$ cat src/rtl/mem_port_arbiter.sv
// Shared memory port arbiter between IF fetches and MEM loads/stores.
// MEM wins arbitration unless IF has waited through STARVE_MAX MEM grants.
module mem_port_arbiter #(
  parameter int ADDR_L     = 32,
  parameter int DATA_L     = 32,
  parameter int MEM_LAT    = 2,
  parameter int STARVE_MAX = 4
) (
  input  logic              clk,
  input  logic              rst,
  input  logic              if_req,
  input  logic [ADDR_L-1:0] if_addr,
  output logic              if_done,
  output logic [DATA_L-1:0] if_rdata,
  input  logic              mem_req,
  input  logic              mem_we,
  input  logic [1:0]        mem_len,
  input  logic [ADDR_L-1:0] mem_addr,
  input  logic [DATA_L-1:0] mem_wdata,
  output logic              mem_done,
  output logic [DATA_L-1:0] mem_rdata,
  output logic [ADDR_L-1:0] m_addr,
  output logic              m_re,
  output logic              m_we,
  output logic [1:0]        m_len,
  output logic [DATA_L-1:0] m_wdata,
  input  logic [DATA_L-1:0] m_rdata,
  output logic              busy
);

  localparam int LW = (MEM_LAT > 1) ? $clog2(MEM_LAT) : 1;
  localparam int AW = $clog2(STARVE_MAX + 1);
  localparam logic [LW-1:0] LAT_INIT = LW'(MEM_LAT - 1);
  localparam logic [AW-1:0] AGE_MAX  = AW'(STARVE_MAX);

  typedef enum logic [1:0] {
    IDLE,
    ACCESS,
    DONE
  } state_e;

  state_e            state_q, state_d;
  logic              own_if_q, own_if_d;
  logic [AW-1:0]     age_q, age_d;
  logic [LW-1:0]     lat_q, lat_d;
  logic [ADDR_L-1:0] m_addr_q, m_addr_d;
  logic              m_re_q, m_re_d;
  logic              m_we_q, m_we_d;
  logic [1:0]        m_len_q, m_len_d;
  logic [DATA_L-1:0] m_wdata_q, m_wdata_d;
  logic              if_done_q, if_done_d;
  logic              mem_done_q, mem_done_d;
  logic [DATA_L-1:0] if_rdata_q, if_rdata_d;
  logic [DATA_L-1:0] mem_rdata_q, mem_rdata_d;
  logic              busy_q, busy_d;
  logic              starved;

  assign starved = if_req && (age_q == AGE_MAX);

  always_comb begin
    state_d     = state_q;
    own_if_d    = own_if_q;
    age_d       = age_q;
    lat_d       = lat_q;
    m_addr_d    = m_addr_q;
    m_re_d      = m_re_q;
    m_we_d      = m_we_q;
    m_len_d     = m_len_q;
    m_wdata_d   = m_wdata_q;
    if_done_d   = 1'b0;
    mem_done_d  = 1'b0;
    if_rdata_d  = if_rdata_q;
    mem_rdata_d = mem_rdata_q;
    busy_d      = busy_q;
    case (state_q)
      IDLE: begin
        age_d = '0;
        if (mem_req && !starved) begin
          state_d   = ACCESS;
          own_if_d  = 1'b0;
          lat_d     = LAT_INIT;
          busy_d    = 1'b1;
          m_addr_d  = mem_addr;
          m_wdata_d = mem_wdata;
          m_we_d    = mem_we;
          m_re_d    = !mem_we;
          // length 2 is not a legal size; it is issued as a word
          m_len_d   = (mem_len == 2'd2) ? 2'd3 : mem_len;
          if (if_req) begin
            age_d = (age_q == AGE_MAX) ? age_q : age_q + AW'(1);
          end
        end else if (if_req) begin
          state_d   = ACCESS;
          own_if_d  = 1'b1;
          lat_d     = LAT_INIT;
          busy_d    = 1'b1;
          m_addr_d  = if_addr;
          m_wdata_d = '0;
          m_we_d    = 1'b0;
          m_re_d    = 1'b1;
          m_len_d   = 2'd3;
        end
      end
      ACCESS: begin
        if (lat_q == '0) begin
          state_d    = DONE;
          m_re_d     = 1'b0;
          m_we_d     = 1'b0;
          if_done_d  = own_if_q;
          mem_done_d = !own_if_q;
          if (own_if_q) begin
            if_rdata_d = m_rdata;
          end else if (m_re_q) begin
            mem_rdata_d = m_rdata;
          end
        end else begin
          lat_d = lat_q - LW'(1);
        end
      end
      DONE: begin
        state_d = IDLE;
        busy_d  = 1'b0;
      end
      default: begin
        state_d = IDLE;
        busy_d  = 1'b0;
        m_re_d  = 1'b0;
        m_we_d  = 1'b0;
      end
    endcase
  end

  always_ff @(posedge clk or negedge rst) begin
    if (!rst) begin
      state_q     <= IDLE;
      own_if_q    <= 1'b0;
      age_q       <= '0;
      lat_q       <= '0;
      m_addr_q    <= '0;
      m_re_q      <= 1'b0;
      m_we_q      <= 1'b0;
      m_len_q     <= '0;
      m_wdata_q   <= '0;
      if_done_q   <= 1'b0;
      mem_done_q  <= 1'b0;
      if_rdata_q  <= '0;
      mem_rdata_q <= '0;
      busy_q      <= 1'b0;
    end else begin
      state_q     <= state_d;
      own_if_q    <= own_if_d;
      age_q       <= age_d;
      lat_q       <= lat_d;
      m_addr_q    <= m_addr_d;
      m_re_q      <= m_re_d;
      m_we_q      <= m_we_d;
      m_len_q     <= m_len_d;
      m_wdata_q   <= m_wdata_d;
      if_done_q   <= if_done_d;
      mem_done_q  <= mem_done_d;
      if_rdata_q  <= if_rdata_d;
      mem_rdata_q <= mem_rdata_d;
      busy_q      <= busy_d;
    end
  end

  assign m_addr    = m_addr_q;
  assign m_re      = m_re_q;
  assign m_we      = m_we_q;
  assign m_len     = m_len_q;
  assign m_wdata   = m_wdata_q;
  assign if_done   = if_done_q;
  assign mem_done  = mem_done_q;
  assign if_rdata  = if_rdata_q;
  assign mem_rdata = mem_rdata_q;
  assign busy      = busy_q;

endmodule

$ cat config.mk
export PLATFORM = sky130hd
export DESIGN_NAME = mem_port_arbiter
export DESIGN_NICKNAME = d
export VERILOG_FILES = /design/src/rtl/mem_port_arbiter.sv
export SDC_FILE = /design/constraint.sdc
export NUM_CORES = 1
export LEC_CHECK = 0
export CORE_ASPECT_RATIO = 0.7
export CORE_MARGIN = 2
export CORE_UTILIZATION = 39
export CTS_BUF_LIST = sky130_fd_sc_hd__clkbuf_4
export CTS_CLUSTER_DIAMETER = 120
export CTS_CLUSTER_SIZE = 30
export DETAILED_ROUTE_END_ITERATION = 12
export PLACE_DENSITY = 0.87
export SETUP_SLACK_MARGIN = 0.15
export SYNTH_ARGS = -nofsm -noshare
export SYNTH_HDL_FRONTEND = slang
export SYNTH_SLANG_ARGS = --single-unit
$ cat constraint.sdc
create_clock -name clk -period 1.54 [get_ports clk]
set_input_delay 0.308 -clock clk [delete_from_list [all_inputs] [get_ports clk]]
set_output_delay 0.308 -clock clk [all_outputs]
set_load 0.02 [all_outputs]
# Yosys cells after proc, flatten, opt, wreduce, memory -nomap -nowiden
# Index checks and enable logic that the tools add are counted.
# classes
n_eq_ne,7
n_mux,30
n_addsub,2
reduce_logical,16
n_bitwise,4
# ops
cell,n
$mux W32,4
$mux W1,12
$mux W2,6
$reduce_and A2 Y1,5
$mux W3,3
$ne A3 B3 Y1 const B,2
$pmux W1 S3,2
$reduce_and A3 Y1,2
$eq A2 B2 Y1 const B,2
$not A1 Y1,4
$pmux W1 S2,2
$pmux W2 S2,1
$reduce_and A4 Y1,1
$reduce_bool A2 Y1,2
$add A3 B1 Y3 const B,1
$eq A3 B3 Y1 const B,1
$logic_not A1 Y1,3
$eq A2 B1 Y1 const B,1
$logic_and A1 B1 Y1,2
$logic_not A2 Y1,1
$ne A2 B2 Y1 const B,1
$sub A1 B1 Y1 const B,1
# totals
output_inout_bits,135
word_cells,73
reg_bits,142
input_bits,135

# Depth between registers and ports, before layout
# Gate-level depths: netlist (run 1).
# logic_depth
ltp_word,6
ltp_mapped,7

# Least setup slack after synthesis (run 1)
# OpenSTA, ideal clock, no wires.
# synth_timing
path_type,register to register
start,reg age_q[0]
end,reg m_wdata_q[6] (netlist: m_wdata[6])
setup_slack_ns,-0.020
path_stages_with_launch,8
n_path_buf,2
synth_period_minus_slack_ns,1.560
t_arrival_ns,1.439
setup_ns,0.121
cell_sequence,dfrtp_1 > inv_1 > ha_1 > nand3_1 > and3_1 > clkbuf_1 > buf_2 > a22o_1
# synth_via
elab_chain_cells,6
# synth_lines
item,line,text
"start, declared",44,"logic [AW-1:0] age_q, age_d;"
"start signal, assigned",152,age_q <= age_d;
$eq A3 B3 Y1 (*),58,assign starved = if_req && (age_q == AGE_MAX);
$logic_and A1 B1 Y1 (*),58,
$logic_not A1 Y1 (*),78,if (mem_req && !starved) begin
$logic_and A1 B1 Y1 (*),78,
$reduce_bool A2 Y1 (no line),--,
$reduce_and A2 Y1 (no line),--,
"end signal, assigned",158,m_wdata_q <= m_wdata_d;
"end, declared",50,"logic [DATA_L-1:0] m_wdata_q, m_wdata_d;"
# Mark *: on every way between the ends. The rest lies on a longest branch, timed or not.
# A chain may end at the register's enable or synchronous reset.

# Worst setup path in the final report (run 1)
# layout_timing
start,reg state_q[1]
end,reg m_wdata_q[20] (netlist: m_wdata[20])
# layout_via
elab_chain_cells,2
# layout_lines
item,line,text
"start, declared",42,"state_e state_q, state_d;"
"start signal, assigned",150,state_q <= state_d;
$logic_not A2 Y1,75,case (state_q)
$reduce_and A2 Y1 (no line),--,
# No other way between the ends.

==> impl_metrics.yaml, run 1 <==
drt:
  drt_iter0_drc: 359
  drt-vias-per-instance: 5.22
  vias: 5455
  drc: 0
  wl_um: 20300
  wl_per_cell_um: 19.4
  ant_nets: 0
  first_pass_iters: 5
critical_path:
  cp_slowest_cell: "dfrtp_2"
  crit_chain: "buf_12 -> nor2_4 -> buf_6 -> and3_4 -> buf_12 -> a22o_1"
  critical_path_buf_inv_count: 3
  startpoint_type: "flop"
  path_class: "flop to flop"
  crit_top_cell: "buf_12"
  cp_max_fo: 16
  worst_path_largest_cell_delay_ns: 0.48
  end_kind: "flop"
  worstPathArrival_ns: 2.10
  critPathTopFamily: "flip-flops"
  cp.required_ns: 2.04
grt:
  antenna_found_initial: 0
  grt_pass1_wl_um: 28700
  grt_usage_pct: 23.3
  overflow: 0
  grt_pass1_vias: 5443
  grt_max_degree: 48
timing:
  relSlewSlack_pct: 73.9
  whs_ns: 0.197
  fin_worst_skew_ns: 0.0134
  max_freq_ghz: 0.627
  tightest_slew_ns: 0.392
  setup_viol: 50
  layout_setup_ws_ns: -0.0551
  slew_viol_final: 0
  fin_crit_sh_pct: 104
  grt_setup_unrepaired: "yes"
  hold_violations: 0
  period_minus_slack_ns: 1.60
floorplan:
  die_w_um: 151
  start_util_pct: 39.9
  fp.dieH_um: 107
  std_cell_rows: 37
  dieArea_um2: 16000
  io-pin-count: 270
  coreArea_um2: 14700
layout:
  nNetsFinal: 975
  fillers: 912
  seqCellArea_um2: 3560
  num_antenna_cells: 0
  multi_input_area_um2: 2270
  utilization_pct: 72.3
  layoutNonFillerInstCount: 1046
  layout-drive-gt1-share_pct: 46.5
  design_area_um2: 10600
  syn_to_final_growth_pct: 81.0
clocking:
  clock_path_buffers: 2
  cts_max_level: 4
  cts_root_buf: "clkbuf_4"
  path_clk_slew_ns: 0.13
  clock-sinks: 142
  clkLatencyLatePin_ns: 0.56
  cts_tree: "done"
  cts_made_buffers: 17
run_status:
  status: "complete, but fails checks"
  violations: "setup timing"
pwr:
  internal-power_mw: 15.0
  p_per_area_nw_per_um2: 2240
  switchingPower_mw: 8.80
  pwr-share-comb_pct: 58.8
  irDropWorstVdd_v: 0.00114
  pwr-share-clk_pct: 11.5
  netSwitchingFraction_pct: 36.9
  seqPwrFrac_pct: 29.7
  p_leak_nw: 4.96
synth:
  synth_cell_types: 35
  syn_nets: 583
  ys_ff_latch: 142
  synth_common_cells: "142 x dfrtp_1, 35 x nand3_1, 34 x o21ai_0"
  yosysWarningCount: 0
  syn_inst: 446
  synth.area.top_cells: "dfrtp_1 61%, mux2_4 8.5%, mux2_2 6.0%, a22o_1 4.9%, a31oi_1 3.4%"
  synth.most_common_cell: "dfrtp_1"
  synthArstFlopShare_pct: 100
  synth-edff-count: 0
  syn_avg_cell_area_um2: 13.1
  synth-main-ff-cell: "dfrtp_1"
  yosys.area.top_type: "dfrtp_1"
  seq_area_frac_synth_pct: 60.6
  syn_area_um2: 5860
  yosysTopAreaCellShare_pct: 60.6
place:
  place_ws_ns: -0.292
  place_congestion: 0.844
  dpl_cell_area_um2: 9060
  placed_cells: 902
  portBuffers: 269
  place.detailed.hpwl_um: 12800
flow_run:
  max_cap_viol_count: 0
min_path:
  hp-class: "input pin to async pin"
-- cell families (layout without fill, tap and decap cells) --
logic type | Yosys count | count (layout) | share of synthesized area [%]
AOI/OAI and AO/OA | 142 | 142 | 15.5
adders and majority gates | 2 | 2 | 0.427
buffers and inverters | 43 | 448 | 3.93
DFF | 142 | 142 | 60.6
muxes | 64 | 64 | 14.4
and+or+nand+nor | 53 | 53 | 5.10
-- stage by stage --
step | TNS (ns) | power [mW]
detailed placement | -14.11 | 17.6
finish | -1.10 | 23.8
global placement | -11.45 | 17.2
CTS | -0.00298 | 22.2
global route | -4.81 | 24.9
floorplan | 0 | 12.4
-- power groups by stage --
stage,Clock (mW),Combinational [mW],Sequential [mW]
floorplan,0,3.76,8.67
global placement,0,10.5,6.66
detailed placement,0,10.8,6.77
CTS,2.77,12.4,7.02
global route,2.95,14.7,7.23
finish,2.74,14.0,7.07
-- flip-flops by register name (all words and copies together), names as in the netlist, 2 cells and up --
register / count
age_q: 3
if_rdata: 32
m_addr: 32
m_len: 2
m_wdata: 32
mem_rdata: 32
state_q: 2
-- area by class of cell --
cell class              count  share of cell area, %
repair buffers            412                   39.5
multi-input cells         261                   21.4
flip-flops and latches    142                   33.5
well taps                 195                   2.30
inverters                   4                  0.142
clock inverters            14                   1.82
clock buffers              18                   1.27
-- worst paths after layout --
kind                                to  cells after the start  slack (ns)       start
max in group asynchronous  m_wdata[30]                      3        0.74         rst
min                        if_rdata[1]                      2        0.20         rst
min reg2reg                 state_q[1]                      1        0.52       lat_q
max reg2reg                m_wdata[20]                      6       -0.06  state_q[1]
min in group clk             m_addr[4]                      3        0.32  if_addr[4]
max                        m_wdata[20]                      6       -0.06  state_q[1]
-- cells in the final DEF (no fill, tap or decap), drive strengths merged, types with 2 or more instances in the layout --
cell,netlist,routed
clkinvlp,0,3
and3,2,2
o21ai,35,35
a31oi,32,32
clkinv,0,6
a21oi,33,33
inv,4,5
mux2,64,64
nor2,2,2
and2,3,3
dfrtp,142,142
nand2,5,5
buf,24,274
clkdlybuf4s50,0,133
clkbuf,15,22
nand3,35,35
ha,2,2
a22o,33,33
bufinv,0,4
-- routing by layer --
layer / vias to the layer above / routed length, µm / GRT usage (%)
li1: 2429 / - / -
met1: 2698 / 7970 / 28.6
met2: 288 / 10200 / 39.4
met3: 40 / 1670 / 6.52
met4: 0 / 420 / 8.29
met5: - / 0 / 0
-- what timing repair did --
| action | CTS | global route |
|---|---|---|
| endpoints found under the hold margin | 54 | 0 |
| buffers inserted | 51 | 54 |
| cloned | 1 | 5 |
| hold buffers | 1 | 0 |
| endpoints found under the setup margin | 270 | 271 |
| gates resized for setup | 843 | 10 |
| pin swaps | 5 | 5 |
No activity file was read; power rests on OpenSTA's default activity.
==> inputs of run 2 (changes only) <==
--- a/config.mk
+++ b/config.mk
@@ -12,7 +12,7 @@
 export CTS_CLUSTER_DIAMETER = 120
 export CTS_CLUSTER_SIZE = 30
 export DETAILED_ROUTE_END_ITERATION = 12
-export PLACE_DENSITY = 0.87
+export PLACE_DENSITY = 0.79
 export SETUP_SLACK_MARGIN = 0.15
 export SYNTH_ARGS = -nofsm -noshare
 export SYNTH_HDL_FRONTEND = slang
==> impl_metrics.yaml, run 2 (synthesis gave the netlist of run 1 again) <==
run_status:
  status: "complete, but fails checks"
  violations: "setup timing"
timing:
  relSlewSlack_pct: 73.3
  fin_crit_sh_pct: 101
  layout_setup_ws_ns: -0.0113
  tightest_slew_ns: 0.400
  period_minus_slack_ns: 1.55
  grt_setup_unrepaired: "yes"
  max_freq_ghz: 0.645
  whs_ns: 0.322
  setup_viol: 5
  fin_worst_skew_ns: 0.0213
  hold_violations: 0
  slew_viol_final: 0
grt:
  met3_usage_pct: 7.04
  grt-busiest-layer: "met2"
  grt_usage_pct: 22.2
  overflow: 0
  groute.layer.met2.usage_pct: 37.4
  grt_max_degree: 53
  use_met1_pct: 27.6
  grt_pass1_vias: 5426
  antenna_found_initial: 0
  grt_pass1_wl_um: 27800
layout:
  multi_input_area_um2: 2270
  mostFrequentLayoutCells: "141 x dfrtp_1, 141 x buf_6, 133 x clkdlybuf4s50_1, 107 x buf_4, 62 x mux2_4"
  syn_to_final_growth_pct: 81.6
  seqCellArea_um2: 3550
  utilization_pct: 72.5
  layout-drive-gt1-share_pct: 45.9
  fillers: 958
  num_antenna_cells: 0
  nNetsFinal: 969
floorplan:
  dieArea_um2: 16000
  std_cell_rows: 37
  die_w_um: 151
  start_util_pct: 39.9
  coreArea_um2: 14700
  fp.dieH_um: 107
  io-pin-count: 270
clocking:
  cts_tree: "done"
  clock_path_buffers: 2
  cts_root_buf: "clkbuf_4"
  clkLatencyLatePin_ns: 0.50
  clock-sinks: 142
  cts_max_level: 4
  cts_made_buffers: 17
  path_clk_slew_ns: 0.14
critical_path:
  cp.required_ns: 1.94
  worst_path_largest_cell_delay_ns: 0.46
  cp_max_fo: 7
  worstPathArrival_ns: 1.95
  cp_slowest_cell: "dfrtp_2"
  path_class: "flop to flop"
  startpoint_type: "flop"
  crit_chain: "nor3b_2 -> and2_4 -> clkbuf_16 -> mux2_4"
  end_kind: "flop"
drt:
  wl_per_cell_um: 19.5
  first_pass_iters: 5
  wl_um: 20300
  ant_nets: 0
  drt-vias-per-instance: 5.16
  vias: 5358
  drc: 0
  drt_iter0_drc: 299
place:
  place_congestion: 0.845
  place.detailed.hpwl_um: 12400
  place_ws_ns: -0.193
  portBuffers: 269
flow_run:
  max_cap_viol_count: 0
pwr:
  irDropWorstVdd_v: 0.00114
  p_per_area_nw_per_um2: 2200
  finalPower_mw: 23.5
  p_leak_nw: 4.94
min_path:
  hp-class: "input pin to async pin"
[run 2: cell count changes in the layout (fill, tap and decap cells not counted), moves of 3 or more]
cell	delta
buf_4	-11
buf_6	-3
clkbuf_16	+7
clkinv_2	-3
[run 2: power by group]
group | leakage, nW | total, mW | switching, mW | internal, mW
clock | 0.145 | 2.53 | 1.38 | 1.14
combinational | 3.10 | 13.9 | 5.80 | 8.11
sequential | 1.69 | 7.03 | 1.49 | 5.54
[run 2: timing repair]
action | in CTS | in global routing
gates resized for setup | 818 | 28
hold buffers | 1 | 0
pin swaps | 0 | 20
setup endpoints to repair | 268 | 269
cloned | 0 | 15
setup buffers | 49 | 40
hold endpoints to repair | 39 | 0
[run 2: final timing paths]
kind / from / end / slack [ns] / cells past startpoint
worst min-delay path: rst / age_q[1] / 0.32 / 2
max in group asynchronous: rst / m_wdata[13] / 0.60 / 3
min in group clk: if_addr[21] / m_addr[21] / 0.37 / 3
worst max-delay path: state_q[1] / if_rdata[6] / -0.01 / 4
worst min register to register: mem_rdata[0] / mem_rdata[0] / 0.54 / 1
worst max register to register: state_q[1] / if_rdata[6] / -0.01 / 4
[run 2: per-layer routing]
metal | part of all wire, % | wire [µm] | vias up
met5 | 0 | 0 | -
met4 | 1.7 | 344 | 0
met3 | 9.1 | 1860 | 36
met2 | 49 | 10000 | 276
met1 | 40 | 8050 | 2616
li1 | - | - | 2430
[run 2: layout make-up]
cell class | count | share of cell area, %
Timing Repair Buffer | 406 | 40.0
Sequential cell | 142 | 33.4
Multi-Input combinational cell | 261 | 21.3
Tap cell | 195 | 2.29
Clock inverter | 13 | 1.56
Clock buffer | 18 | 1.27
Inverter | 4 | 0.141
[run 2: per-stage QoR]
| stage | instance area, µm² | TNS (ns) | instances |
|---|---|---|---|
| 6_report | 10600 | -0.0269 | 1039 |
| 5_1_grt | 10600 | -1.52 | 1039 |
| 4_1_cts | 9940 | 0 | 984 |
| 3_5_place_dp | 9080 | -10.89 | 903 |
| 3_3_place_gp | 9080 | -8.94 | 903 |
| 2_1_floorplan | 6030 | 0 | 446 |
[run 2: worst max-delay path, delay by kind of cell, from the launching register on]
| kind | cells | cell delay (ns) |
|---|---|---|
| mux | 1 | 0.31 |
| flops | 1 | 0.46 |
| simple gates | 2 | 0.50 |
| buf+inv | 1 | 0.20 |
